===== src/rtl/dsp_result_packer_if.sv =====
// Handshake bundle between the DSP result packer, the tap sequencer and the pixel writer.
// The master side drives results and the ready signal; the slave side is the packer itself.
interface dsp_result_packer_if #(
  parameter int PW    = 24,
  parameter int OW    = 8,
  parameter int DEPTH = 16
);
  localparam int CW = $clog2(DEPTH) + 1;

  logic signed [PW-1:0] p_in;
  logic                 p_valid;
  logic [OW-1:0]        dout;
  logic                 dout_valid;
  logic                 dout_ready;
  logic                 almost_full;
  logic [CW-1:0]        count;
  logic                 overflow;

  modport master (
    output p_in, p_valid, dout_ready,
    input  dout, dout_valid, almost_full, count, overflow
  );

  modport slave (
    input  p_in, p_valid, dout_ready,
    output dout, dout_valid, almost_full, count, overflow
  );
endinterface


===== src/rtl/dsp_result_packer.sv =====
// Rounds, rescales and clamps finished DSP accumulations into pixels, then queues them in a FWFT FIFO.
// Build option DSP_PACK_SIGNED_EN selects a two's-complement clamp instead of the unsigned one.
module dsp_result_packer #(
  parameter int PW           = 24,
  parameter int OW           = 8,
  parameter int SHIFT        = 7,
  parameter int DEPTH        = 16,
  parameter int AFULL_MARGIN = 6
) (
  input logic               clk,
  input logic               rst,
  dsp_result_packer_if.slave bus
);
  localparam int AW = $clog2(DEPTH);
  localparam int CW = AW + 1;
  localparam logic signed [PW:0] HALF     = (PW+1)'(1) << (SHIFT - 1);
  localparam logic [CW-1:0]      FULL_CNT = CW'(DEPTH);
  localparam logic [CW-1:0]      AFULL_TH = CW'(DEPTH - AFULL_MARGIN);
`ifdef DSP_PACK_SIGNED_EN
  localparam logic signed [PW:0] SMAX = (PW+1)'((2 ** (OW - 1)) - 1);
  localparam logic signed [PW:0] SMIN = -SMAX - (PW+1)'(1);
`else
  localparam logic signed [PW:0] UMAX = (PW+1)'((2 ** OW) - 1);
`endif

  // One guard bit keeps the rounding offset from wrapping at the positive extreme.
  function automatic logic signed [PW:0] round_shift(input logic signed [PW-1:0] p);
    logic signed [PW:0] sum;
    sum = $signed({p[PW-1], p}) + HALF;
    return sum >>> SHIFT;
  endfunction

  function automatic logic [OW-1:0] sat(input logic signed [PW:0] r);
`ifdef DSP_PACK_SIGNED_EN
    if (r < SMIN)      return {1'b1, {(OW-1){1'b0}}};
    else if (r > SMAX) return {1'b0, {(OW-1){1'b1}}};
    else               return r[OW-1:0];
`else
    if (r[PW])         return '0;
    else if (r > UMAX) return '1;
    else               return r[OW-1:0];
`endif
  endfunction

  logic signed [PW:0] r_p1_q;
  logic               vld_p1_q;
  logic [OW-1:0]      px_p2_q;
  logic               vld_p2_q;

  // Stage 1: round and rescale; Stage 2: clamp to pixel range.
  always_ff @(posedge clk) begin
    r_p1_q  <= round_shift(bus.p_in);
    px_p2_q <= sat(r_p1_q);
  end

  always_ff @(posedge clk) begin
    if (rst) begin
      vld_p1_q <= 1'b0;
      vld_p2_q <= 1'b0;
    end else begin
      vld_p1_q <= bus.p_valid;
      vld_p2_q <= vld_p1_q;
    end
  end

  // FIFO stage: push from stage 2, pop on the output handshake.
  logic [OW-1:0] mem_q [DEPTH];
  logic [AW-1:0] wr_ptr_q, rd_ptr_q;
  logic [CW-1:0] count_q, count_d;
  logic [OW-1:0] last_q;
  logic          ovf_q, afull_q;
  logic          empty, full, pop, push, drop;

  always_comb begin
    empty   = (count_q == '0);
    full    = (count_q == FULL_CNT);
    pop     = !empty && bus.dout_ready;
    push    = vld_p2_q && (!full || pop);
    drop    = vld_p2_q && full && !pop;
    count_d = count_q;
    if (push && !pop)      count_d = count_q + 1'b1;
    else if (pop && !push) count_d = count_q - 1'b1;
  end

  always_ff @(posedge clk) begin
    if (push) mem_q[wr_ptr_q] <= px_p2_q;
  end

  // last_q keeps the popped word visible once the FIFO drains.
  always_ff @(posedge clk) begin
    if (rst) begin
      wr_ptr_q <= '0;
      rd_ptr_q <= '0;
      count_q  <= '0;
      last_q   <= '0;
      ovf_q    <= 1'b0;
      afull_q  <= 1'b0;
    end else begin
      if (push) wr_ptr_q <= wr_ptr_q + 1'b1;
      if (pop) begin
        rd_ptr_q <= rd_ptr_q + 1'b1;
        last_q   <= mem_q[rd_ptr_q];
      end
      if (drop) ovf_q <= 1'b1;
      count_q <= count_d;
      afull_q <= (count_d >= AFULL_TH);
    end
  end

  assign bus.dout        = empty ? last_q : mem_q[rd_ptr_q];
  assign bus.dout_valid  = !empty;
  assign bus.count       = count_q;
  assign bus.overflow    = ovf_q;
  assign bus.almost_full = afull_q;
endmodule


===== src/flat_wrapper.sv =====
// flat-port wrapper written by rule: the top's interface ports become plain ports
module dsp_result_packer_flat 
#(
  parameter int PW           = 24,
  parameter int OW           = 8,
  parameter int SHIFT        = 7,
  parameter int DEPTH        = 16,
  parameter int AFULL_MARGIN = 6
)
  (clk, rst, bus_p_in, bus_p_valid, bus_dout_ready, bus_dout, bus_dout_valid, bus_almost_full, bus_count, bus_overflow);
  dsp_result_packer_if #(.PW(PW), .OW(OW), .DEPTH(DEPTH)) bus_i ();
  input logic clk;
  input logic rst;
  input wire logic [$bits(bus_i.p_in)-1:0] bus_p_in;
  input wire logic [$bits(bus_i.p_valid)-1:0] bus_p_valid;
  input wire logic [$bits(bus_i.dout_ready)-1:0] bus_dout_ready;
  output wire logic [$bits(bus_i.dout)-1:0] bus_dout;
  output wire logic [$bits(bus_i.dout_valid)-1:0] bus_dout_valid;
  output wire logic [$bits(bus_i.almost_full)-1:0] bus_almost_full;
  output wire logic [$bits(bus_i.count)-1:0] bus_count;
  output wire logic [$bits(bus_i.overflow)-1:0] bus_overflow;
  assign bus_i.p_in = bus_p_in;
  assign bus_i.p_valid = bus_p_valid;
  assign bus_i.dout_ready = bus_dout_ready;
  assign bus_dout = bus_i.dout;
  assign bus_dout_valid = bus_i.dout_valid;
  assign bus_almost_full = bus_i.almost_full;
  assign bus_count = bus_i.count;
  assign bus_overflow = bus_i.overflow;
  dsp_result_packer #(.PW(PW), .OW(OW), .SHIFT(SHIFT), .DEPTH(DEPTH), .AFULL_MARGIN(AFULL_MARGIN)) u_core (.clk(clk), .rst(rst), .bus(bus_i));
endmodule

===== config.mk =====
export PLATFORM = sky130hd
export DESIGN_NAME = dsp_result_packer_flat
export DESIGN_NICKNAME = d
export VERILOG_FILES = /design/src/rtl/dsp_result_packer_if.sv /design/src/rtl/dsp_result_packer.sv /design/src/flat_wrapper.sv
export SDC_FILE = /design/constraint.sdc
export NUM_CORES = 1
export LEC_CHECK = 0
export ABC_CLOCK_PERIOD_IN_PS = 4300
export CORE_ASPECT_RATIO = 0.8
export CORE_MARGIN = 8
export CORE_UTILIZATION = 55
export DETAILED_ROUTE_END_ITERATION = 8
export DONT_BUFFER_PORTS = 1
export GPL_TIMING_DRIVEN = 1
export PLACE_DENSITY = 0.68
export REMOVE_ABC_BUFFERS = 1
export SKIP_LAST_GASP = 1
export SYNTH_ARGS = -nofsm -noshare
export SYNTH_HDL_FRONTEND = slang
export SYNTH_SLANG_ARGS = --single-unit

===== constraint.sdc =====
create_clock -name clk -period 4.3 [get_ports clk]
set_clock_uncertainty 0.05 [all_clocks]
set_input_delay 0.43 -clock clk [delete_from_list [all_inputs] [get_ports clk]]
set_output_delay 0.43 -clock clk [all_outputs]
set_load 0.005 [all_outputs]

==> summary.md <==
| Metric | Value |
|---|---|
| Status | finished, final reports clean |
| Ys async rst share | 0% |
| Synthesized area | 7260 um^2 |
| Clock Latency Late Sink | 430 ps |
| Synth top area share | 53.0% |
| Setup violators final | 0 |
| Row count | 37 |
| P per Cell Area | 529 nW/um^2 |
| Worst EP required | 3820 ps |
| Top_reg_cell synth | edfxtp_1 |
| Die width | 144 um |
| Largest stage delay, worst path | 950 ps |
| Wire length per cell | 20.6 um |
| Worst path slowest cell | dfxtp_2 |
| Hold Vio Cnt, Final | 0 |
| Die ar. | 17100 um^2 |
| Via count | 3723 |
| Worst-path clk slew | 60 ps |
| Clock root buffer | clkbuf_16 |
| Maxcap violations | 0 |
| Fin nets | 498 |
| CTS tree | done |
| Place WS | 1370 ps |
| Die H | 119 um |
| Synth top area cells | edfxtp_1 (53%), dfxtp_1 (15%), mux4_2 (5.6%) |
| CP Capture Type | primary output |
| Final worst-path cycle share | 77.3% |
| H-tree depth | 4 |
| Mean Syn Cell Area | 15.9 um^2 |
| Distinct cell type count after synthesis | 46 |
| Placeable Area | 12900 um^2 |
| Synth Warn # | 0 |
| Leakage | 0.00270 uW |
| Peak VDD IR | 313 uV |
| Top-count cell post-synth | edfxtp_1 |
| Total GRT Usage | 16.4% |
| Number of global-route vias before repair | 3701 |
| Max Buffers Root-to-Sink | 2 |
| Leading area contributor after synthesis | edfxtp_1 |
| Diodes inserted | 0 |
| Clock sinks | 183 |
| DP Wirelength | 8.50 mm |
| Port bufs | 0 |
| Vias per cell | 5.73 |
| FMAX | 0.301 GHz |
| Max-slew headroom | 21.6% |
| RSZ-0062 raised after global routing | false |
| Layout area overhead | 10.1% |
| Sequential share of the synthesized area | 68.1% |
| Syn Inst Count | 457 |
| Resized Gates After CTS | 0 |
| Drt pass-1 iters | 5 |
| First-pass GRT wire length | 20.6 mm |
| Share of cells above drive strength 1 | 14.5% |
| Final TNS setup | 0 ps |
| Top post-synthesis cells by count | edfxtp_1 (128), dfxtp_1 (55), nor2_1 (43) |
| HP Class | input port to flop |
| Placer congestion estimate | 0.808 |
| Startpoint Class | flop |
| Total Power | 4230 uW |
| Slew Limit Fails | 0 |
| CTS Buf Count | 17 |
| EDFF count, synth | 128 |
| Largest net degree at the start of global routing | 33 |
| Final instance area | 7990 um^2 |
| Crit-path cells | mux4_1 -> a22oi_1 -> nand2_1 -> mux2_2 |
| Antenna-violating nets left | 0 |
| Slew of the pin with the lowest slew margin | 1160 ps |
| WP buf/inv | 0 |
| Placed instance area | 7380 um^2 |
| Worst Setup Slack, final | 975 ps |
| Crit path kind | flop to primary output |
| Seq cells post-synth | 183 |
| Top delay family on crit path | multiplexers |
| Post-CTS Setup Bufs | 0 |
| GR Overflow Total | 0 |
| Initial antenna violation count | 0 |
| DRC Markers | 0 |
| Final min period | 3330 ps |
| Initial Util | 56.4% |
| Routed WL | 13.4 mm |
| Worst hold slack | 22.4 ps |
| IO Pins | 44 |
| Crit Path Max Fanout | 28 |
| Crit path DAT | 2850 ps |
| Post-CTS Hold Buffers | 0 |
| DRT iter0 DRCs | 348 |
worst paths after layout:
check,from,to,slack (ps),cells after the start
worst max-delay path,flop,bus_dout[0],970,4
worst min-delay path,rst,flop,20,1
worst max register to register,u_core.bus.count[1]$_SDFF_PP0_,u_core.mem_q[11][4]$_DFFE_PP_,1500,6
worst min register to register,u_core.r_p1_q[4]$_DFF_P_,u_core.px_p2_q[4]$_SDFF_PP0_,380,2
registers in the layout, summed over array words and instances, names as in the netlist, named ones only:
| register | flops |
|---|---|
| u_core.mem_q | 128 |
| u_core.bus.count | 5 |
| u_core.rd_ptr_q | 4 |
| u_core.bus.overflow | 1 |
| u_core.px_p2_q | 8 |
| u_core.last_q | 8 |
| u_core.r_p1_q | 18 |
| u_core.bus.almost_full | 1 |
| u_core.vld_p2_q | 1 |
| u_core.wr_ptr_q | 4 |
| u_core.vld_p1_q | 1 |
worst register-to-register path: cells and delay by family, from the launching register on:
kind | cells | cell delay, ps
flip-flops | 1 | 440
buffers and inverters | 1 | 130
AO/OA/AOI/OAI | 1 | 380
adder cells (fa/ha/maj) | 1 | 260
AND/OR/NAND/NOR | 3 | 1160
final cells by class:
type                            count  area [um^2]
Clock buffer                       19          475
Clock inverter                     13          129
Fill cell                         942         4880
Inverter                           18         67.6
Multi-Input combinational cell    237         2110
Sequential cell                   183         4950
Tap cell                          175          219
Timing Repair Buffer                5         37.5
logic make-up after synthesis:
group           after synthesis  synth area share (%)
compound gates               42                  3.95
xor+xnor                     23                  2.78
fa+ha+maj                    10                  1.66
buf+inv                      37                  2.74
flops                       183                  68.1
mux                          49                  13.1
simple gates                113                  7.59
power by group:
part	leakage (uW)	switching, uW	internal (uW)	total [uW]
clock	0.000302	669	883	1550
sequential	0.00161	116	1950	2070
combinational	0.000792	298	308	606
total	0.00270	1080	3150	4230
metrics by stage:
stage                     util, %  std cells
after detailed placement     57.4        618
after global placement       57.4        618
final                        62.1        650
after floorplan                 -        438
after CTS                    62.1        650
after global routing         62.1        650
cells in the final DEF (no fill, tap or decap), types with 14 or more instances in the layout:
master	netlist	final
a22oi_1	17	17
clkbuf_16	0	19
dfxtp_1	55	53
edfxtp_1	128	128
inv_1	17	17
mux4_1	14	14
mux4_2	18	18
nand2_1	25	25
nor2_1	43	43
xnor2_1	14	14
metal layers:
| layer | vias up | wire, um | part of all wire (%) | global-route usage [%] |
|---|---|---|---|---|
| li1 | 1751 | - | - | - |
| met1 | 1835 | 6040 | 45 | 22.0 |
| met2 | 115 | 6200 | 46 | 24.9 |
| met3 | 22 | 873 | 6.5 | 4.51 |
| met4 | 0 | 249 | 1.9 | 6.49 |
| met5 | - | 0 | 0 | 0 |
(Power assumes the default switching activity.)
